===== src/rtl/drlp_pkg.sv =====
// Shared definitions for the DRLP read-path scheduler: packing modes,
// scheduler state encodings and the job-length legality rule.
package drlp_pkg;

    // Packing modes understood by drlp_rd_buffer.
    localparam logic [1:0] MODE_3X3 = 2'b00;
    localparam logic [1:0] MODE_4X4 = 2'b01;
    localparam logic [1:0] MODE_5X5 = 2'b10;
    localparam logic [1:0] MODE_6X6 = 2'b11;

    // Scheduler states.
    localparam logic [1:0] ST_IDLE  = 2'd0;
    localparam logic [1:0] ST_CHECK = 2'd1;
    localparam logic [1:0] ST_RUN   = 2'd2;
    localparam logic [1:0] ST_DRAIN = 2'd3;

    // Width of the length argument of len_legal; callers zero-extend into it.
    localparam int LEN_FN_W = 32;

    // A job length is legal when it is non-zero and a whole number of the
    // word groups the buffer emits for that mode: pairs for 3x3/6x6,
    // quads for 5x5, single words for 4x4.
    function automatic logic len_legal(input logic [1:0]          mode,
                                       input logic [LEN_FN_W-1:0] len);
        logic ok;
        ok = 1'b0;
        if (len != '0) begin
            case (mode)
                MODE_3X3, MODE_6X6: ok = ~len[0];
                MODE_4X4:           ok = 1'b1;
                MODE_5X5:           ok = (len[1:0] == 2'b00);
            endcase
        end
        return ok;
    endfunction

endpackage


===== src/rtl/drlp_rd_sched_if.sv =====
// Scheduler <-> repacking-buffer bus: read enable, base address, packing
// mode, per-word ready and the end-of-job marker.
interface drlp_rd_sched_if #(
    parameter int DMA_ADDR_WIDTH = 32
);
    logic                      rd_dma;
    logic [DMA_ADDR_WIDTH-1:0] dma_base_addr;
    logic [1:0]                mode;
    logic                      buf_ready;
    logic                      last;

    // Scheduler side.
    modport master (
        output rd_dma, dma_base_addr, mode, last,
        input  buf_ready
    );

    // Buffer side.
    modport slave (
        input  rd_dma, dma_base_addr, mode, last,
        output buf_ready
    );
endinterface


===== src/rtl/drlp_rr_arbiter.sv =====
// Round-robin first-set-bit picker. The pointer moves to winner+1 each time
// the caller consumes a pick, so every requester gets a turn.
module drlp_rr_arbiter #(
    parameter int NUM_REQ = 2,
    parameter int IDX_W   = (NUM_REQ > 1) ? $clog2(NUM_REQ) : 1
) (
    input  logic               i_clk,
    input  logic               i_rst,
    input  logic [NUM_REQ-1:0] i_req,
    input  logic               i_advance,
    output logic               o_valid,
    output logic [IDX_W-1:0]   o_idx
);

    logic [IDX_W-1:0] ptr_q, ptr_d;
    logic [IDX_W-1:0] cand;

    // Scan the slots starting at the pointer, wrapping; first set bit wins.
    always_comb begin
        // NOTE: every variable written here gets a default first; a path that leaves one unassigned would infer a latch.
        o_valid = 1'b0;
        o_idx   = '0;
        cand    = '0;
        for (int i = 0; i < NUM_REQ; i++) begin
            cand = IDX_W'((int'(ptr_q) + i) % NUM_REQ);
            if (!o_valid && i_req[cand]) begin
                o_valid = 1'b1;
                o_idx   = cand;
            end
        end
    end

    assign ptr_d = i_advance ? IDX_W'((int'(o_idx) + 1) % NUM_REQ) : ptr_q;

    // Pointer register; restarts at requester 0.
    always_ff @(posedge i_clk) begin
        // NOTE: registers use non-blocking assignments so every flop samples the pre-edge values.
        if (i_rst) ptr_q <= '0;
        else       ptr_q <= ptr_d;
    end

endmodule


===== src/rtl/drlp_rd_sched.sv =====
// Read-path scheduler: shares drlp_rd_buffer between NUM_REQ loaders.
// Picks a job round-robin, validates its length against the packing mode,
// programs the buffer, counts packed words out, then drains and reports done.
module drlp_rd_sched
    import drlp_pkg::*;
#(
    parameter int NUM_REQ        = 2,
    parameter int DMA_ADDR_WIDTH = 32,
    parameter int LEN_WIDTH      = 16,
    parameter int DRAIN_CYCLES   = 4
) (
    input  logic                          i_clk,
    input  logic                          i_rst,
    input  logic [NUM_REQ-1:0]            i_req,
    input  logic [NUM_REQ*DMA_ADDR_WIDTH-1:0] i_req_addr,
    input  logic [NUM_REQ*LEN_WIDTH-1:0]  i_req_len,
    input  logic [NUM_REQ*2-1:0]          i_req_mode,
    output logic [NUM_REQ-1:0]            o_grant,
    output logic [NUM_REQ-1:0]            o_done,
    output logic [NUM_REQ-1:0]            o_err,
    output logic                          o_busy,
    drlp_rd_sched_if.master               bus
);

    localparam int IDX_W = (NUM_REQ > 1) ? $clog2(NUM_REQ) : 1;
    localparam int DC_W  = (DRAIN_CYCLES > 1) ? $clog2(DRAIN_CYCLES) : 1;

    logic [1:0]                state_q, state_d;
    logic [IDX_W-1:0]          owner_q, owner_d;
    logic [LEN_WIDTH-1:0]      len_q, len_d;
    logic [LEN_WIDTH-1:0]      cnt_q, cnt_d;
    logic [DC_W-1:0]           drain_q, drain_d;
    logic [DMA_ADDR_WIDTH-1:0] base_q, base_d;
    logic [1:0]                mode_q, mode_d;
    logic [NUM_REQ-1:0]        grant_q, grant_d;
    logic [NUM_REQ-1:0]        done_q, done_d;
    logic [NUM_REQ-1:0]        err_q, err_d;
    logic                      rd_q, rd_d;

    logic [NUM_REQ-1:0]        arb_req;
    logic                      arb_valid;
    logic [IDX_W-1:0]          arb_idx;
    logic [NUM_REQ-1:0]        owner_oh;
    logic                      run_last;

    // A requester still shows its level in the cycle its done/err pulse is
    // visible; masking it there stops the finished job being picked again.
    assign arb_req = i_req & ~(done_q | err_q);

    drlp_rr_arbiter #(
        .NUM_REQ (NUM_REQ),
        .IDX_W   (IDX_W)
    ) u_arb (
        .i_clk     (i_clk),
        .i_rst     (i_rst),
        .i_req     (arb_req),
        .i_advance ((state_q == ST_IDLE) && arb_valid),
        .o_valid   (arb_valid),
        .o_idx     (arb_idx)
    );

    assign owner_oh = NUM_REQ'(1) << owner_q;
    assign run_last = (state_q == ST_RUN) && bus.buf_ready &&
                      (cnt_q == len_q - LEN_WIDTH'(1));

    // Next-state and output-register logic for the job FSM.
    always_comb begin
        state_d = state_q;
        owner_d = owner_q;
        len_d   = len_q;
        cnt_d   = cnt_q;
        drain_d = drain_q;
        base_d  = base_q;
        mode_d  = mode_q;
        grant_d = grant_q;
        rd_d    = rd_q;
        done_d  = '0;
        err_d   = '0;
        case (state_q)
            ST_IDLE: begin
                if (arb_valid) begin
                    owner_d = arb_idx;
                    base_d  = i_req_addr[arb_idx*DMA_ADDR_WIDTH +: DMA_ADDR_WIDTH];
                    len_d   = i_req_len[arb_idx*LEN_WIDTH +: LEN_WIDTH];
                    mode_d  = i_req_mode[arb_idx*2 +: 2];
                    state_d = ST_CHECK;
                end
            end
            ST_CHECK: begin
                if (len_legal(mode_q, LEN_FN_W'(len_q))) begin
                    grant_d = owner_oh;
                    rd_d    = 1'b1;
                    cnt_d   = '0;
                    state_d = ST_RUN;
                end else begin
                    err_d   = owner_oh;
                    state_d = ST_IDLE;
                end
            end
            ST_RUN: begin
                if (run_last) begin
                    rd_d    = 1'b0;
                    cnt_d   = '0;
                    drain_d = '0;
                    state_d = ST_DRAIN;
                end else if (bus.buf_ready) begin
                    cnt_d = cnt_q + LEN_WIDTH'(1);
                end
            end
            default: begin
                if (drain_q == DC_W'(DRAIN_CYCLES - 1)) begin
                    done_d  = grant_q;
                    grant_d = '0;
                    state_d = ST_IDLE;
                end else begin
                    drain_d = drain_q + DC_W'(1);
                end
            end
        endcase
    end

    // State and output registers; reset aborts any job in flight.
    always_ff @(posedge i_clk) begin
        if (i_rst) begin
            state_q <= ST_IDLE;
            owner_q <= '0;
            len_q   <= '0;
            cnt_q   <= '0;
            drain_q <= '0;
            base_q  <= '0;
            mode_q  <= MODE_3X3;
            grant_q <= '0;
            done_q  <= '0;
            err_q   <= '0;
            rd_q    <= 1'b0;
        end else begin
            state_q <= state_d;
            owner_q <= owner_d;
            len_q   <= len_d;
            cnt_q   <= cnt_d;
            drain_q <= drain_d;
            base_q  <= base_d;
            mode_q  <= mode_d;
            grant_q <= grant_d;
            done_q  <= done_d;
            err_q   <= err_d;
            rd_q    <= rd_d;
        end
    end

    assign o_grant           = grant_q;
    assign o_done            = done_q;
    assign o_err             = err_q;
    assign o_busy            = (state_q != ST_IDLE);
    assign bus.rd_dma        = rd_q;
    assign bus.dma_base_addr = base_q;
    assign bus.mode          = mode_q;
    assign bus.last          = run_last;

endmodule


===== src/flat_wrapper.sv =====
// flat-port wrapper written by rule: the top's interface ports become plain ports
module drlp_rd_sched_flat import drlp_pkg::*;
#(
    parameter int NUM_REQ        = 2,
    parameter int DMA_ADDR_WIDTH = 32,
    parameter int LEN_WIDTH      = 16,
    parameter int DRAIN_CYCLES   = 4
)
  (i_clk, i_rst, i_req, i_req_addr, i_req_len, i_req_mode, o_grant, o_done, o_err, o_busy, bus_rd_dma, bus_dma_base_addr, bus_mode, bus_last, bus_buf_ready);
  drlp_rd_sched_if #(.DMA_ADDR_WIDTH(DMA_ADDR_WIDTH)) bus_i ();
  input  logic i_clk;
  input  logic i_rst;
  input  logic [NUM_REQ-1:0] i_req;
  input  logic [NUM_REQ*DMA_ADDR_WIDTH-1:0] i_req_addr;
  input  logic [NUM_REQ*LEN_WIDTH-1:0] i_req_len;
  input  logic [NUM_REQ*2-1:0] i_req_mode;
  output logic [NUM_REQ-1:0] o_grant;
  output logic [NUM_REQ-1:0] o_done;
  output logic [NUM_REQ-1:0] o_err;
  output logic o_busy;
  output wire logic [$bits(bus_i.rd_dma)-1:0] bus_rd_dma;
  output wire logic [$bits(bus_i.dma_base_addr)-1:0] bus_dma_base_addr;
  output wire logic [$bits(bus_i.mode)-1:0] bus_mode;
  output wire logic [$bits(bus_i.last)-1:0] bus_last;
  input wire logic [$bits(bus_i.buf_ready)-1:0] bus_buf_ready;
  assign bus_rd_dma = bus_i.rd_dma;
  assign bus_dma_base_addr = bus_i.dma_base_addr;
  assign bus_mode = bus_i.mode;
  assign bus_last = bus_i.last;
  assign bus_i.buf_ready = bus_buf_ready;
  drlp_rd_sched #(.NUM_REQ(NUM_REQ), .DMA_ADDR_WIDTH(DMA_ADDR_WIDTH), .LEN_WIDTH(LEN_WIDTH), .DRAIN_CYCLES(DRAIN_CYCLES)) u_core (.i_clk(i_clk), .i_rst(i_rst), .i_req(i_req), .i_req_addr(i_req_addr), .i_req_len(i_req_len), .i_req_mode(i_req_mode), .o_grant(o_grant), .o_done(o_done), .o_err(o_err), .o_busy(o_busy), .bus(bus_i));
endmodule

===== config.mk =====
export PLATFORM = sky130hd
export DESIGN_NAME = drlp_rd_sched_flat
export DESIGN_NICKNAME = d
export VERILOG_FILES = /design/src/rtl/drlp_pkg.sv /design/src/rtl/drlp_rd_sched_if.sv /design/src/rtl/drlp_rr_arbiter.sv /design/src/rtl/drlp_rd_sched.sv /design/src/flat_wrapper.sv
export SDC_FILE = /design/constraint.sdc
export NUM_CORES = 1
export LEC_CHECK = 0
export ABC_AREA = 1
export CAP_MARGIN = 20
export CORE_MARGIN = 5
export CORE_UTILIZATION = 45
export CTS_CLUSTER_SIZE = 40
export DETAILED_ROUTE_END_ITERATION = 6
export GPL_ROUTABILITY_DRIVEN = 1
export PLACE_DENSITY = 0.78
export SYNTH_ARGS = -nofsm -noshare
export SYNTH_HDL_FRONTEND = slang
export SYNTH_SLANG_ARGS = --single-unit
export TNS_END_PERCENT = 1

===== constraint.sdc =====
create_clock -name i_clk -period 5.9 [get_ports i_clk]
set_input_delay 1.475 -clock i_clk [delete_from_list [all_inputs] [get_ports i_clk]]
set_output_delay 1.475 -clock i_clk [all_outputs]
set_load 0.01 [all_outputs]

==> metrics.cfg, run 1 <==
[worst_setup_path]
cp-end-kind = primary output
worst_r2r_path_depth = 7
cp_cell_sequence = clkdlybuf4s50_1, inv_1, nor3_1, nand3_1, nor2_1, o2111ai_1, nor3_1, nor4b_1, clkdlybuf4s50_1
crit_required_ns = 4.43
r2r-start = u_core.state_q[1]
regToRegEndpoint = u_core.len_q[6]
slowest_delay_ns = 0.62
start_kind = primary input
slowest_stage = clkdlybuf4s50_1
path_buf_inv = 3
path_max_fanout = 2
worstSetupPathType = primary input to primary output
critPathTopFamily = buffers and inverters
arrival_ns = 3.66
rrSetupSlack_ns = 3.38

[sta]
worst_pin_slew_ns = 1.069
slew_headroom_pct = 28.45
skew_ns = 0.009178
fmax_mhz = 194.7
hold_viol_final = 0
fin_crit_sh_pct = 87.07
final-setup-viol-count = 0
drv_slew = 0
setup_tns_ns = 0
period_needed_ns = 5.137
rsz0062_at_grt = false

[die]
dieArea_sq_mm = 0.01128
rows = 35
initial_core_util_pct = 45.52
io_pins = 148
core_area_sq_mm = 0.009153
die_w_um = 106.2
die_y_um = 106.2

[logic_synthesis]
ys_ff_latch = 79
seq_area_frac_synth_pct = 37.96
synth_cells = 625
synth_top_area_share_pct = 37.96
synth_top_cell_by_area = dfxtp_1
syn-cell-area_sq_mm = 0.004166
syn_nets = 739
ys_warn_count = 0
synth_cell_types = 35
syn_area_per_cell_sq_um = 6.666
synth_area_leaders = dfxtp_1 38%, nand2_1 22%, a31oi_1 7.7%

[global_route]
grt_pass1_wl_um = 21450
grt_max_degree = 64
grtUsageTotal_pct = 23.54
grt_overflow_total = 0
grt_pass1_vias = 4575
grt_antenna_before_repair = 0

[clock_tree]
post_cts_resized = 0
cts_hold_buffers = 0
cts-root-buf = clkbuf_8
clk_path_buf_depth = 2
htree_levels = 3
clk_pin_slew_ns = 0.09
clock_sinks = 79
postCtsSetupBuffers = 0
numCtsBuffers = 9
cts_tree = done
clock_latency_ns = 0.35

[worst_hold_path]
hold_start = u_core.o_grant[0]
hold_depth = 2
hp-class = flip-flop to flip-flop
min_to = u_core.o_done[0]

[place]
gp_congestion = 0.9495
place_area_sq_mm = 0.005695
hpwl_um = 9765
place_inst = 860
port_buffers = 147

[final_layout]
nNetsFinal = 876
drive_gt1_share_pct = 5.346
synthToLayoutAreaGrowth_pct = 43.75
fin_cells = 878
design_area_sq_mm = 0.005989
diodes = 0

[power_and_ir_drop]
total_power_mw = 2.559
power_density_mw_per_mm2 = 427.3
p_comb_share_pct = 50.4
seqPwrFrac_pct = 29.9
leakage_nw = 2.362
p_int_mw = 1.466
p_switching_mw = 1.093
ir_drop_mv = 0.2772
clkPwrFrac_pct = 19.8
switching_share_pct = 42.71

[detailed_routing]
wl_per_cell_um = 14.92
drt-vias-per-instance = 5.230
wirelength_um = 13100
drtPass1Iterations = 5
drtAntennaViolNets = 0
drtIter0Drc = 263
drc_errors = 0
vias = 4592

[outcome]
status = completed

[run]
maxCapViolations = 0

[power by group through the flow]
stage | logic, mW | registers (mW) | clock network [mW]
2_1_floorplan | 0.816 | 0.778 | 0
3_3_place_gp | 1.24 | 0.765 | 0
3_5_place_dp | 1.26 | 0.771 | 0
4_1_cts | 1.27 | 0.762 | 0.517
5_1_grt | 1.44 | 0.780 | 0.543
6_report | 1.29 | 0.764 | 0.506
[stage by stage]
step                hold slack [ns]  worst slack, ns  utilization [%]
global route                 0.4974           0.6093            65.44
detailed placement           0.4451           0.7810            62.23
CTS                          0.4581           0.7734            65.00
finish                       0.4554           0.7628            65.44
floorplan                    0.4406            1.897                -
global placement             0.4372           0.8394            62.23
[layout by cell type, fill, tap and decap left out, types with 3 or more instances in the layout]
cell	Yosys	final
nor2_4	3	5
clkdlybuf4s50_1	0	146
o21ai_0	9	9
ha_1	9	9
inv_1	45	45
nand2_1	244	243
nor2_1	58	56
xor2_1	18	18
nand3_1	21	21
bufinv_16	0	3
nand4_1	8	8
xnor2_1	4	4
a31oi_1	51	51
nand2_2	5	6
a21oi_1	15	15
dfxtp_1	79	79
nor3_1	10	10
clkbuf_8	0	10
[flip-flops by register name, summed over array words and instances (netlist names)]
register and flops:
u_core.drain_q 2, u_core.u_arb.ptr_q 1, u_core.o_done 2, u_core.bus.mode 2
u_core.o_err 2, u_core.state_q 2, u_core.bus.rd_dma 1, u_core.bus.dma_base_addr 32
u_core.len_q 16, u_core.owner_q 1, u_core.o_grant 2, u_core.cnt_q 16
[worst register-to-register path, delay by kind of cell, from the launching register on]
family                   cells  cell delay (ns)
AO/OA/AOI/OAI                1             0.15
adder cells (fa/ha/maj)      1             0.28
buffers and inverters        2             0.38
flip-flops                   1             0.34
AND/OR/NAND/NOR              3             1.30
[Yosys cell counts]
library cell	count
nor3_1	10
o21ai_0	9
a31oi_1	51
nand3_2	1
or2_1	1
nand2_4	2
inv_1	45
nand3b_1	2
buf_4	1
a211oi_1	1
a21oi_1	15
or2_2	2
clkbuf_1	22
xnor2_1	4
nor2_1	58
nor2_4	3
nand2_1	244
nand3_1	21
o21ai_1	1
nand2_2	5
buf_6	1
a21boi_0	1
nand4_1	8
ha_1	9
inv_2	2
o2111ai_1	1
nor3_2	1
xor2_1	18
nor4b_1	1
o32ai_1	1
nor2_2	2
mux2i_1	1
o21bai_1	1
dfxtp_1	79
nor4_1	1
[worst max path at each step]
stage          slack, ns          start  cells past startpoint       end
2_1_floorplan       1.90  bus_buf_ready                      7  bus_last
3_3_place_gp        0.84  bus_buf_ready                      9  bus_last
3_5_place_dp        0.78  bus_buf_ready                      9  bus_last
4_1_cts             0.77  bus_buf_ready                      9  bus_last
5_1_grt             0.61  bus_buf_ready                      9  bus_last
6_report            0.76  bus_buf_ready                      9  bus_last
[kinds of logic (layout without fill, tap and decap cells)]
kind of cell / count (synthesis) / after routing / share of synthesized area (%)
xor+xnor: 22 / 22 / 4.625
compound gates: 81 / 81 / 11.62
fa+ha+maj: 9 / 9 / 2.703
mux: 1 / 1 / 0.2402
buf+inv: 71 / 213 / 6.667
flops: 79 / 79 / 37.96
simple gates: 362 / 362 / 36.19
[layout make-up]
| class | instances | area [sq um] |
|---|---|---|
| sequential | 79 | 1582 |
| multi-input combinational | 475 | 2325 |
| fill | 806 | 3163 |
| tap | 111 | 138.9 |
| timing repair buffer | 150 | 1514 |
| clock buffer | 10 | 137.6 |
| clock inverter | 6 | 116.4 |
| inverter | 47 | 176.4 |
[per-layer routing]
metal,GRT usage [%],vias to the layer above,part of all wire [%]
met3,9.047,25,9.1
met2,39.41,181,48
li1,-,2297,-
met1,27.18,2089,41
met5,0,-,0
met4,8.788,0,2.5
Power figures use the tool's default switching activity.
==> run 2: changes to the inputs <==
==> constraint.sdc (replaced) <==
create_clock -name i_clk -period 5.9 [get_ports i_clk]
set_input_delay 1.475 -clock i_clk [delete_from_list [all_inputs] [get_ports i_clk]]
set_output_delay 1.475 -clock i_clk [all_outputs]
set_load 0.05 [all_outputs]
==> run 2 against run 1 <==
Die area is the same. Wire length shrank 1.0%. Fmax shrank 3.8%. Combinational power grew 17%. Cell count grew 0.11%. Via count shrank 1.5%. Sequential power shrank 0.5%. First-iteration DRC count shrank 18%. Global-route usage shrank 0.43 points. Sequential share of layout area grew 0.24 points. Core utilization shrank 0.60 points. Count of clock-buffer cells in the layout shrank 1. Critical path type unchanged. Critical endpoint unchanged. Highest routed layer unchanged.
==> metrics.cfg, run 2 (synthesis results as in run 1) <==
[outcome]
status = completed

[worst_setup_path]
setup.worst_path.start = bus_buf_ready
worst_r2r_path_depth = 16
arrival_ns = 3.87
crit_cells = 9
cp_cell_sequence = clkdlybuf4s50_1, inv_1, nor3_1, nand3_1, nor2_1, o2111ai_1, nor3_1, nor4b_1, clkdlybuf4s50_1
path_buf_inv = 3
regToRegEndpoint = u_core.cnt_q[15]
endpoint = bus_last
start_kind = primary input
path_max_fanout = 2
cp-end-kind = primary output
slowest_delay_ns = 0.87
crit_required_ns = 4.43
critPathTopFamily = buffers and inverters
rrSetupSlack_ns = 3.44
slowest_stage = clkdlybuf4s50_1
worstSetupPathType = primary input to primary output
r2r-start = u_core.len_q[0]

[place]
place_inst = 860
port_buffers = 147
post-place-ws_ns = 0.5593
hpwl_um = 9609
place_area_sq_mm = 0.005695
gp_congestion = 0.9438

[sta]
finalWorstSetupSlack_ns = 0.5572
setup_tns_ns = 0
worst_pin_slew_ns = 1.047
skew_ns = 0.01197
hold_viol_final = 0
fmax_mhz = 187.2
slew_headroom_pct = 29.98
period_needed_ns = 5.343
drv_slew = 0
final-setup-viol-count = 0
fin_crit_sh_pct = 90.56
rsz0062_at_grt = false

[global_route]
grt_antenna_before_repair = 1
grt_max_degree = 54
grtUsageTotal_pct = 23.11
grt_pass1_vias = 4493
grt_overflow_total = 0
grt_pass1_wl_um = 21220

[clock_tree]
clk_pin_slew_ns = 0.09
numCtsBuffers = 9
htree_levels = 3
cts-root-buf = clkbuf_8
cts_hold_buffers = 0
clock_sinks = 79
postCtsSetupBuffers = 0
post_cts_resized = 0
clk_path_buf_depth = 2
clock_latency_ns = 0.36
cts_tree = done

[die]
io_pins = 148
dieArea_sq_mm = 0.01128
core_area_sq_mm = 0.009153
die_y_um = 106.2
die_w_um = 106.2
rows = 35
initial_core_util_pct = 45.52

[detailed_routing]
wl_per_cell_um = 14.75
drtAntennaViolNets = 0
vias = 4524
drc_errors = 0
drt-vias-per-instance = 5.147
wirelength_um = 12970
drtIter0Drc = 216
drtPass1Iterations = 6

[power_and_ir_drop]
power_density_mw_per_mm2 = 452.8
leakage_nw = 2.331
total_power_mw = 2.687
ir_drop_mv = 0.3868

[final_layout]
largest_reg_flops = 32
mostFrequentLayoutCells = 243 x nand2_1, 146 x clkdlybuf4s50_1, 79 x dfxtp_1, 56 x nor2_1, 51 x a31oi_1
drive_gt1_share_pct = 5.346
nNetsFinal = 876
layout_commonest_cell = nand2_1
design_area_sq_mm = 0.005934
fin_cells = 879
synthToLayoutAreaGrowth_pct = 42.43

[run]
maxCapViolations = 0

[worst_hold_path]
hp-class = flip-flop to flip-flop
hold_depth = 2

run 2: cell count changes in the layout (fill, tap and decap cells not counted):
cell / delta
bufinv_16: -2
clkbuf_8: -1
clkinv_4: -1
diode_2: +1
clkinvlp_4: +2
clkinv_2: +2
run 2: layout make-up:
| cell class | count | area (sq um) |
|---|---|---|
| fill | 828 | 3218 |
| multi-input combinational | 475 | 2325 |
| sequential | 79 | 1582 |
| timing repair buffer | 150 | 1514 |
| inverter | 47 | 176.4 |
| tap | 111 | 138.9 |
| clock buffer | 9 | 123.9 |
| clock inverter | 7 | 72.57 |
| antenna | 1 | 2.502 |
run 2: how the worst min path moves through the flow:
stage,startpoint,endpoint,slack [ns]
after floorplan,u_core.u_arb.ptr_q,u_core.u_arb.ptr_q,0.44
after global placement,u_core.o_grant[1],u_core.o_done[1],0.44
after detailed placement,u_core.o_grant[0],u_core.o_done[0],0.44
after CTS,u_core.o_grant[0],u_core.o_done[0],0.46
after global routing,u_core.o_grant[0],u_core.o_done[0],0.48
final,u_core.o_grant[0],u_core.o_done[0],0.45
run 2: worst min-delay path, delay by kind of cell (launching register included):
kind / cells / cell delay [ns]
and+or+nand+nor: 1 / 0.04
DFF: 1 / 0.33
buffers and inverters: 1 / 0.05
run 2: stage by stage:
stage / hold WS (ns) / util, %
global placement: 0.4384 / 62.23
detailed placement: 0.4428 / 62.23
CTS: 0.4595 / 64.37
global route: 0.4806 / 64.84
floorplan: 0.4406 / -
finish: 0.4549 / 64.84
run 2: metal layers:
layer	track usage [%]	wire (um)	vias up
li1	-	-	2299
met1	26.97	5336	2027
met2	38.91	6124	174
met3	7.407	1200	24
met4	9.713	308	0
met5	0	0	-
run 2: power breakdown:
group / switching, mW / internal (mW)
combinational: 0.996 / 0.514
sequential: 0.103 / 0.656
clock: 0.221 / 0.196
